**src/rtl/multicycle_sequencer.sv**
```systemverilog
// Multi-cycle MIPS32 control sequencer: FETCH/DECODE/EXEC/MEM/WB over one shared memory port,
// with memory wait-state stalls and a sticky trap on memory timeout or illegal opcode.
module multicycle_sequencer #(
    parameter int MEM_TIMEOUT = 15,
    parameter int CNT_W       = 8
) (
    input  logic       clk,
    input  logic       reset,
    input  logic [5:0] opcode,
    input  logic       zero,
    input  logic       mem_ready,
    output logic       mem_req,
    output logic       mem_we,
    output logic       iord,
    output logic       ir_write,
    output logic       pc_write,
    output logic [1:0] pc_src,
    output logic       alu_src_b,
    output logic [1:0] aluop,
    output logic       reg_write,
    output logic       reg_write2,
    output logic       reg_dst,
    output logic       mem_to_reg,
    output logic       lui,
    output logic       jal,
    output logic       retire,
    output logic       trap,
    output logic [2:0] state
);

    typedef enum logic [2:0] {
        S_FETCH  = 3'd0,
        S_DECODE = 3'd1,
        S_EXEC   = 3'd2,
        S_MEM    = 3'd3,
        S_WB     = 3'd4,
        S_WB2    = 3'd5,
        S_TRAP   = 3'd6
    } state_t;

    localparam logic [5:0] OP_RTYPE = 6'b000000;
    localparam logic [5:0] OP_LW    = 6'b100011;
    localparam logic [5:0] OP_SW    = 6'b101011;
    localparam logic [5:0] OP_BEQ   = 6'b000100;
    localparam logic [5:0] OP_BNE   = 6'b000101;
    localparam logic [5:0] OP_ORI   = 6'b001101;
    localparam logic [5:0] OP_J     = 6'b000010;
    localparam logic [5:0] OP_JAL   = 6'b000011;
    localparam logic [5:0] OP_LUI   = 6'b001111;

    localparam logic [CNT_W-1:0] CNT_LIMIT = CNT_W'(MEM_TIMEOUT - 1);
    localparam logic [CNT_W-1:0] CNT_MAX   = '1;

    state_t           st;
    state_t           st_nxt;
    logic [5:0]       op_q;
    logic [5:0]       op_cur;
    logic [CNT_W-1:0] cnt;
    logic             at_limit;
    logic             is_rtype, is_lw, is_sw, is_beq, is_bne, is_ori, is_j, is_jal, is_lui;
    logic             is_illegal;

    // The IR is loaded at the end of FETCH, so DECODE sees the live opcode; later states use the latch.
    assign op_cur     = (st == S_DECODE) ? opcode : op_q;
    assign is_rtype   = (op_cur == OP_RTYPE);
    assign is_lw      = (op_cur == OP_LW);
    assign is_sw      = (op_cur == OP_SW);
    assign is_beq     = (op_cur == OP_BEQ);
    assign is_bne     = (op_cur == OP_BNE);
    assign is_ori     = (op_cur == OP_ORI);
    assign is_j       = (op_cur == OP_J);
    assign is_jal     = (op_cur == OP_JAL);
    assign is_lui     = (op_cur == OP_LUI);
    assign is_illegal = !(is_rtype || is_lw || is_sw || is_beq || is_bne ||
                          is_ori || is_j || is_jal || is_lui);
    assign at_limit   = (cnt == CNT_LIMIT);

    // Memory handshake: mem_req is held until the cycle mem_ready=1; that cycle completes the
    // access. mem_ready in any cycle without mem_req is ignored.
    always_comb begin
        st_nxt = st;
        case (st)
            S_FETCH:  if (mem_ready)     st_nxt = S_DECODE;
                      else if (at_limit) st_nxt = S_TRAP;
            S_DECODE: if (is_illegal)           st_nxt = S_TRAP;
                      else if (is_j || is_jal)  st_nxt = S_FETCH;
                      else                      st_nxt = S_EXEC;
            S_EXEC:   if (is_rtype || is_ori || is_lui) st_nxt = S_WB;
                      else if (is_lw || is_sw)          st_nxt = S_MEM;
                      else if (is_beq || is_bne)        st_nxt = S_FETCH;
                      else                              st_nxt = S_TRAP;
            S_MEM:    if (mem_ready)     st_nxt = is_sw ? S_FETCH : S_WB;
                      else if (at_limit) st_nxt = S_TRAP;
            S_WB:     st_nxt = is_rtype ? S_WB2 : S_FETCH;
            S_WB2:    st_nxt = S_FETCH;
            S_TRAP:   st_nxt = S_TRAP;
            default:  st_nxt = S_FETCH;
        endcase
    end

    always_ff @(posedge clk) begin
        if (reset) begin
            st   <= S_FETCH;
            op_q <= '0;
            cnt  <= '0;
        end else begin
            st <= st_nxt;
            if (st == S_DECODE) op_q <= opcode;
            // Counter restarts on any state change, so entering FETCH/MEM always begins at zero.
            if (mem_ready || (st_nxt != st)) begin
                cnt <= '0;
            end else if (((st == S_FETCH) || (st == S_MEM)) && (cnt != CNT_MAX)) begin
                cnt <= cnt + 1'b1;
            end
        end
    end

    always_comb begin
        mem_req    = 1'b0;
        mem_we     = 1'b0;
        iord       = 1'b0;
        ir_write   = 1'b0;
        pc_write   = 1'b0;
        pc_src     = 2'b00;
        alu_src_b  = 1'b0;
        aluop      = 2'b00;
        reg_write  = 1'b0;
        reg_write2 = 1'b0;
        reg_dst    = 1'b0;
        mem_to_reg = 1'b0;
        lui        = 1'b0;
        jal        = 1'b0;
        retire     = 1'b0;
        trap       = 1'b0;
        state      = reset ? 3'd0 : 3'(st);
        if (!reset) begin
            case (st)
                S_FETCH: begin
                    mem_req = 1'b1;
                    if (mem_ready) begin
                        ir_write = 1'b1;
                        pc_write = 1'b1;
                    end
                end
                S_DECODE: begin
                    if (is_j || is_jal) begin
                        pc_write = 1'b1;
                        pc_src   = 2'b10;
                        retire   = 1'b1;
                        reg_write = is_jal;
                        jal       = is_jal;
                    end
                end
                S_EXEC: begin
                    if (is_rtype) begin
                        aluop = 2'b10;
                    end else if (is_ori) begin
                        aluop     = 2'b11;
                        alu_src_b = 1'b1;
                    end else if (is_lui || is_lw || is_sw) begin
                        alu_src_b = 1'b1;
                    end else if (is_beq || is_bne) begin
                        aluop    = 2'b01;
                        pc_src   = 2'b01;
                        pc_write = is_beq ? zero : ~zero;
                        retire   = 1'b1;
                    end
                end
                S_MEM: begin
                    mem_req   = 1'b1;
                    iord      = 1'b1;
                    alu_src_b = 1'b1;
                    mem_we    = is_sw;
                    retire    = mem_ready && is_sw;
                end
                S_WB: begin
                    reg_write  = 1'b1;
                    reg_dst    = is_rtype;
                    mem_to_reg = is_lw;
                    lui        = is_lui;
                    alu_src_b  = is_ori || is_lui || is_lw;
                    aluop      = is_rtype ? 2'b10 : (is_ori ? 2'b11 : 2'b00);
                    retire     = !is_rtype;
                end
                S_WB2: begin
                    reg_write2 = 1'b1;
                    reg_dst    = 1'b1;
                    aluop      = 2'b10;
                    retire     = 1'b1;
                end
                S_TRAP:  trap = 1'b1;
                default: ;
            endcase
        end
    end

endmodule

```
**config.mk**
```make
export PLATFORM = sky130hd
export DESIGN_NAME = multicycle_sequencer
export DESIGN_NICKNAME = d
export VERILOG_FILES = /design/src/rtl/multicycle_sequencer.sv
export SDC_FILE = /design/constraint.sdc
export NUM_CORES = 1
export LEC_CHECK = 0
export CAP_MARGIN = 30
export CORE_UTILIZATION = 45
export CTS_CLUSTER_DIAMETER = 60
export CTS_CLUSTER_SIZE = 8
export DETAILED_ROUTE_END_ITERATION = 10
export GPL_ROUTABILITY_DRIVEN = 0
export PLACE_DENSITY = 0.84
export SETUP_SLACK_MARGIN = 0.1
export SLEW_MARGIN = 10
export SYNTH_ARGS = -nofsm -noshare
export SYNTH_HDL_FRONTEND = slang
export SYNTH_SLANG_ARGS = --single-unit
export TNS_END_PERCENT = 50
```
**constraint.sdc**
```tcl
create_clock -name clk -period 2.3 [get_ports clk]
set_clock_uncertainty 0.1 [all_clocks]
set_input_delay 0.46 -clock clk [delete_from_list [all_inputs] [get_ports clk]]
set_output_delay 0.46 -clock clk [all_outputs]
set_load 0.01 [all_outputs]
```
==> results.tsv <==
metric	value	unit
insertion_delay	0.31	ns
crit_arrival	2.42	ns
wl	8.267	mm
antenna_found_initial	0	
syn-num-nets	225	
area_delta_synth_final	81.65	%
finalSetupViolations	21	
setup_ws	-0.6796	ns
drtIter0Drc	259	
clkTransAtPathRegs	0.10	ns
netlist_area	0.001582	mm²
crit_type	in -> out	
cts.root.buffer_cell	clkbuf_4	
yosys_register_bits	17	
leakagePower	1.248	nW
diodes	0	
rows	21	
drc	0	
violations	negative setup slack	
report.final.hold_viol_count	0	
final_antenna_net_count	0	
port_buffers	30	
wire_per_inst	22.34	µm
required	1.74	ns
reg2reg_slack	-0.27	ns
final_common_cell	buf_4	
yosys.area.top_type	dfxtp_1	
drv_cap	0	
cp_slowest_stage_delay	0.57	ns
grt_usage	41.29	%
viasPerCell	6.554	
max_freq	335.6	MHz
yosysSeqAreaShare	21.52	%
start_kind	primary input	
async_reset_ff_share	0	%
die_h	61.29	µm
htree_levels	1	
slew_violations	0	
drive_gt1_share	56.17	%
rsz0062_at_grt	true	
cts_buffers	3	
r2r_cells	13	
total_power	3.056	mW
ys_top_cells_by_area	dfxtp_1 22%, nor2_1 8.1%, nand2_1 5.5%, a21oi_1 4.4%, clkbuf_8 3.5%	
grt_overflow	0	
core_area	0.003363	mm²
hpwl	4.130	mm
synth_top_cell_area_share	21.52	%
cp-end-kind	output port	
dieArea	0.003756	mm²
cp_max_fo	3	
num-nets-final	339	
slew-limit-headroom	70.96	%
syn_avg_cell_area	7.495	µm²
vias	2425	
fin_setup_tns	-7.026	ns
outcome	finished, violations left	
grt_max_degree	22	
ios	31	
finalCritPeriodShare	129.5	%
initial_core_util	47.02	%
fin_crit	2.980	ns
synth-edff-count	0	
cts_sinks	17	
path_cells	clkdlybuf4s50_1, nand2_1, nor2_1, a41oi_2, nor2_2, a22oi_2, nor3_1, buf_2	
layout_common_cells	75 x buf_4, 28 x nor2_1, 21 x nand2_1, 19 x buf_6	
drt_first_pass_iters	5	
syn_inst	211	
dieWidth	61.29	µm
grt_pass1_vias	2229	
crit_path_top_delay_cell	clkdlybuf4s50_1	
synth_cell_types	57	
cts_hold_buffers	0	
power_density	1064	mW/mm²
tightest_slew	0.4326	ns
ir_worst_vdd	601.7	µV
yosys_warnings	0	
grt_pass1_wl	11.18	mm
final_util	85.42	%
hold_depth	2	
clock_path_buffers	2	
worstHoldPathType	reg -> reg	
post-place-ws	-1.034	ns
yosys_most_used_dff	dfxtp_1	
cts_tree	built	
## per-stage QoR
stage / cell area [µm²] / cells / hold slack (ns)
floorplan: 1658 / 211 / 0.3688
global placement: 2430 / 345 / 0.3915
detailed placement: 2430 / 345 / 0.4027
CTS: 2711 / 361 / 0.4213
global route: 2873 / 370 / 0.4649
finish: 2873 / 370 / 0.4700
## power breakdown
group	switching (mW)	total [mW]	internal, mW
combinational	1.25	2.46	1.21
clock	0.104	0.172	0.0678
sequential	0.0681	0.423	0.355
## logic make-up (layout without fill, tap and decap cells)
family	count (synthesis)	after routing	share of synthesized area, %
and+or+nand+nor	112	112	39.32
AOI/OAI and AO/OA	49	49	22.55
buffers and inverters	20	133	8.306
DFF	17	17	21.52
xor gates and xnor gates	8	8	4.431
adders and majority gates	4	4	3.165
muxes	1	1	0.7120
## worst max-delay path: cells and delay by family
| kind | cells | cell delay [ns] |
|---|---|---|
| buf+inv | 2 | 0.76 |
| simple gates | 4 | 0.80 |
| compound gates | 2 | 0.39 |
## registers in the layout (all words and copies together), names as in the netlist
register,cells
cnt,8
op_q,6
st,3
## final cells by class
class	instances	area, µm²
multi-input combinational	174	1425
timing repair buffer	121	983.4
fill	174	490.5
sequential	17	349.1
tap	46	57.56
inverter	8	31.28
clock buffer	4	26.28
## layer usage
layer,GRT usage [%],wire length [µm],up-vias
li1,-,-,997
met1,48.98,2927,1129
met2,69.41,3787,226
met3,8.193,827,73
met4,23.38,724,0
met5,0,0,-
## Yosys cell counts, types with 2 or more instances
master / count
a21oi_1: 14
a22oi_1: 3
a311oi_1: 3
a31oi_1: 3
a41oi_1: 2
and3_1: 3
and3_4: 2
buf_4: 2
clkbuf_1: 4
clkbuf_8: 4
dfxtp_1: 17
ha_1: 4
inv_1: 7
nand2_1: 23
nand2b_1: 5
nand3_1: 7
nand4_1: 7
nor2_1: 34
nor2b_1: 5
nor3_1: 10
nor4_1: 2
nor4_4: 2
o21ai_0: 7
or3_4: 2
xnor2_1: 3
xor2_1: 5
## final timing paths
check	endpoint	startpoint
hold / removal	cnt[7]	cnt[7]
hold reg to reg	cnt[7]	cnt[7]
setup reg to reg	cnt[1]	op_q[1]
setup / recovery	aluop[0]	opcode[0]
## repair_timing
item,in CTS,in global routing
endpoints found under the setup margin,30,29
pin swaps,24,13
buffers inserted,13,9
gates cloned,0,0
resized for setup,135,32
hold endpoints to repair,0,0
(Power assumes the default switching activity.)
